**src/rtl/rf_wb_queue.sv**
```systemverilog
// In-order writeback queue feeding the register file write port, with a
// per-register pending-write scoreboard for decode stall logic.
module rf_wb_queue #(
  parameter int unsigned DEPTH  = 4,
  parameter int unsigned DATA_W = 16,
  parameter int unsigned SEL_W  = 3
) (
  input  logic                         clk,
  input  logic                         rst,
  input  logic                         in_valid,
  output logic                         in_ready,
  input  logic [SEL_W-1:0]             in_reg,
  input  logic [DATA_W-1:0]            in_data,
  input  logic                         drain_en,
  input  logic                         flush,
  output logic                         writeEn,
  output logic [SEL_W-1:0]             writeRegSel,
  output logic [DATA_W-1:0]            writeData,
  output logic [(2**SEL_W)-1:0]        busy,
  output logic [$clog2(DEPTH+1)-1:0]   count
);

  localparam int unsigned PTR_W = $clog2(DEPTH);
  localparam int unsigned CNT_W = $clog2(DEPTH + 1);
  localparam int unsigned NREG  = 2 ** SEL_W;

  typedef struct packed {
    logic [SEL_W-1:0]  sel;
    logic [DATA_W-1:0] data;
  } entry_t;

  entry_t             mem_q [DEPTH];
  entry_t             mem_d [DEPTH];
  logic [PTR_W-1:0]   head_q, head_d;
  logic [PTR_W-1:0]   tail_q, tail_d;
  logic [CNT_W-1:0]   count_q, count_d;
  logic [DEPTH-1:0]   valid_q, valid_d;
  logic [NREG-1:0]    busy_c;
  logic               push;
  logic               pop;
  logic               not_empty;
  entry_t             head_entry;

  assign not_empty = (count_q != '0);
  assign in_ready  = rst & (count_q < CNT_W'(DEPTH));
  assign push      = in_valid & in_ready & ~flush;
  assign pop       = writeEn;
  assign writeEn   = rst & drain_en & not_empty & ~flush;

  assign head_entry  = mem_q[head_q];
  assign writeRegSel = not_empty ? head_entry.sel  : '0;
  assign writeData   = not_empty ? head_entry.data : '0;
  assign count       = count_q;

  // Pending-write scoreboard over all live entries
  always_comb begin
    busy_c = '0;
    for (int i = 0; i < int'(DEPTH); i++) begin
      if (valid_q[i]) busy_c[mem_q[i].sel] = 1'b1;
    end
  end

  assign busy = rst ? busy_c : '0;

  always_comb begin
    head_d  = head_q;
    tail_d  = tail_q;
    count_d = count_q;
    valid_d = valid_q;
    mem_d   = mem_q;
    if (flush) begin
      head_d  = '0;
      tail_d  = '0;
      count_d = '0;
      valid_d = '0;
    end else begin
      if (pop) begin
        valid_d[head_q] = 1'b0;
        head_d          = head_q + PTR_W'(1);
      end
      if (push) begin
        valid_d[tail_q] = 1'b1;
        mem_d[tail_q]   = '{sel: in_reg, data: in_data};
        tail_d          = tail_q + PTR_W'(1);
      end
      case ({push, pop})
        2'b10:   count_d = count_q + CNT_W'(1);
        2'b01:   count_d = count_q - CNT_W'(1);
        default: count_d = count_q;
      endcase
    end
  end

  // Control state; synchronous active-low reset discards every entry
  always_ff @(posedge clk) begin
    if (!rst) begin
      head_q  <= '0;
      tail_q  <= '0;
      count_q <= '0;
      valid_q <= '0;
    end else begin
      head_q  <= head_d;
      tail_q  <= tail_d;
      count_q <= count_d;
      valid_q <= valid_d;
    end
  end

  // Payload storage is never cleared; validity alone gates its use
  always_ff @(posedge clk) begin
    mem_q <= mem_d;
  end

endmodule
```
**config.mk**
```make
export PLATFORM = sky130hd
export DESIGN_NAME = rf_wb_queue
export DESIGN_NICKNAME = d
export VERILOG_FILES = /design/src/rtl/rf_wb_queue.sv
export SDC_FILE = /design/constraint.sdc
export NUM_CORES = 1
export LEC_CHECK = 0
export BUFFER_PORTS_ARGS = -buffer_cell sky130_fd_sc_hd__buf_2
export CAP_MARGIN = 0
export CORE_MARGIN = 2
export CORE_UTILIZATION = 29
export CTS_CLUSTER_DIAMETER = 200
export DETAILED_ROUTE_END_ITERATION = 6
export MAX_ROUTING_LAYER = met4
export SLEW_MARGIN = 15
export SYNTH_ARGS = -nofsm -noshare
export SYNTH_HDL_FRONTEND = slang
export SYNTH_SLANG_ARGS = --single-unit
export TNS_END_PERCENT = 1
```
**constraint.sdc**
```tcl
create_clock -name clk -period 3.85 [get_ports clk]
set_clock_uncertainty 0.1 [all_clocks]
set_input_delay 0.1925 -clock clk [delete_from_list [all_inputs] [get_ports clk]]
set_output_delay 0.1925 -clock clk [all_outputs]
set_load 0.005 [all_outputs]
```
==> results.toml <==
[outcome]
outcome = "finished clean"

[synthesis]
syn_avg_cell_area_um2 = 15.7
ys_seq_area_frac = 0.644
syn_area_um2 = 3890
async_reset_ff_frac = 0
synth_edf_count = 76
synthCells = 248
synth-seq-cells = 87
yosysWarningCount = 0
synth_flop_cell = "edfxtp_1"
synth_cell_type_count = 38
syn-num-nets = 282

[sta]
fin_setup_tns_ns = 0
max_freq_ghz = 0.408
relSlewSlack = 0.285
worst_pin_slew_ns = 1.07
finalHoldViolCount = 0
min_period_over_period = 0.636
rsz0062_at_grt = "false"
setup_violations = 0
period_needed_ns = 2.45
finalMaxSlewViolations = 0
fin_ws_ns = 1.40

[pwr]
power_leakage_nw = 1.72
p_int_mw = 1.59
pwr-share-seq = 0.524
p_per_area_nw_per_um2 = 412
swShare = 0.202
switchingPower_uw = 401
p_clk_frac = 0.436
power_frac_comb = 0.040
vdd_drop_max_v = 0.000220

[global_route]
antenna_found_initial = 0
grt_pass1_wl_mm = 12.5
track_usage = 0.118
grt_max_degree = 24
grt_overflow_total = 0
grt_pass1_vias = 2370

[hold_path]
hold_path.class = "input port to flop"
hold_depth = 3
holdPathEnd = "head_q[1]"
hp-start = "drain_en"

[die]
rows = 42
initial_core_util = 0.295
die_h_um = 120
io-pin-count = 56
die_w_um = 120
core-area_um2 = 13200
die_area_um2 = 14400

[layout]
n_antenna_cell = 0
fin_nets = 359
num-fill-cells = 1258
syn_to_final_growth_pct = 24.1
final-instance-count-excl-fill = 506
final_common_cell = "edfxtp_1"
drive_gt1_frac = 0.285
most-common-layout-cells = "edfxtp_1, buf_2, nor2b_1, mux4_2, dlygate4sd3_1"

[setup_path]
r2r_start = "count[2]"
critPathMaxFanout = 19
r2r-end = "mem_q[51]"
rrSetupSlack_ns = 1.40
worstPathArrival_ns = 2.30
cp-start-kind = "flop"
worst_setup_path_end_kind = "flop"
worst_ep_required_time_ns = 3.70
worstSetupPathType = "flop to flop"
reg2regPathDepth = 2

[placed_design]
routabilityCongestion = 0.844
post-place-ws_ns = 1.31
io_buffers = 55
hpwlAfterDp_mm = 5.24
place_inst = 471

[cts]
cts_sinks = 87
cts_setup_buffers = 0
clk_latency_ns = 0.33
cts_made_buffers = 9
cts_htree_levels = 3
cts_hold_buffers = 17
cts-root-buf = "clkbuf_16"
cts_resized = 0
cts_buffer_depth = 2
clk_pin_slew_worst_paths_ns = 0.06
tritoncts = "yes"

[detailed_routing]
drc = 0
antenna_left = 0
routed_via_density = 4.52
wire_per_inst_um = 15.4
drtIter0Drc = 154
route.vias.total = 2289
first_pass_iters = 4
wirelength_mm = 7.80

[flow_run]
maxCapViolCount = 0
==> cell usage after synthesis, drive strengths merged (2+ instances only) <==
library cell / instances / area, µm²
and2: 2 / 12.5
o32ai: 5 / 43.8
o21a: 3 / 22.5
and3: 4 / 25.0
nand2b: 4 / 25.0
a21boi: 4 / 30.0
nor2b: 19 / 119
nand2: 13 / 48.8
edfxtp: 76 / 2280
buf: 8 / 55.1
nor2: 8 / 30.0
dfxtp: 11 / 220
mux4: 19 / 428
inv: 15 / 56.3
a32oi: 6 / 52.6
xnor2: 2 / 17.5
a21oi: 6 / 30.0
xor2: 2 / 17.5
o21ai: 6 / 30.0
and2b: 11 / 82.6
ha: 9 / 113
==> how the worst max path moves through the flow <==
stage | start | to | slack, ns | cells after the start
6_report | count[2] | mem_q[51] | 1.40 | 2
5_1_grt | count[2] | mem_q[50] | 1.21 | 2
4_1_cts | count[2] | mem_q[50] | 1.33 | 2
3_5_place_dp | count[2] | mem_q[41] | 1.31 | 2
3_3_place_gp | count[2] | mem_q[11] | 1.48 | 2
2_1_floorplan | count[2] | count[2] | 1.70 | 9
==> per-layer routing <==
metal	GRT usage	vias up	wire length, µm
met1	0.153	1132	3600
met4	0.0434	0	113
met3	0.0276	10	344
met5	-	-	0
li1	-	1095	-
met2	0.181	52	3740
==> logic make-up (layout without fill, tap and decap cells) <==
logic type	after synthesis	in the layout	share of synthesized area
flip-flops	87	87	0.644
AND/OR/NAND/NOR	67	67	0.101
multiplexers	20	20	0.113
AO/OA/AOI/OAI	36	36	0.0698
XOR/XNOR	4	4	0.00901
adder cells (fa/ha/maj)	10	10	0.0341
buffers and inverters	24	106	0.0296
==> registers in the layout (all words and copies together) (netlist names) <==
signal and count:
tail_q 2, head_q 2, mem_q 76, valid_q 4
count 3
==> worst max-delay path, stage by stage, from the launching register on <==
cell	delay, ns
dfxtp_1	0.40
nor2b_1	0.61
and3_1	0.95
==> final cells by class <==
class / count / area [µm²] / area share
multi-input combinational: 137 / 1270 / 0.263
clock buffer: 9 / 225 / 0.0467
timing repair buffer: 75 / 473 / 0.0980
tap: 176 / 220 / 0.0456
clock inverter: 7 / 78.8 / 0.0163
inverter: 15 / 56.3 / 0.0117
sequential: 87 / 2500 / 0.518
==> power by group through the flow <==
stage / Sequential [mW] / Combinational (mW) / Clock, mW
floorplan: 1.06 / 0.0343 / 0
global placement: 1.06 / 0.0646 / 0
detailed placement: 1.06 / 0.0662 / 0
CTS: 1.04 / 0.0800 / 0.885
global route: 1.04 / 0.0895 / 0.926
finish: 1.04 / 0.0796 / 0.866
==> through the flow <==
stage	hold slack (ns)	area [µm²]	util	power, mW
2_1_floorplan	0.191	3890	-	1.09
3_3_place_gp	0.310	4330	0.328	1.13
3_5_place_dp	0.313	4330	0.328	1.13
4_1_cts	0.000000833	4810	0.364	2.01
5_1_grt	0.146	4830	0.366	2.06
6_report	0.114	4830	0.366	1.99
Note: power is estimated with default switching activity, not from simulation.
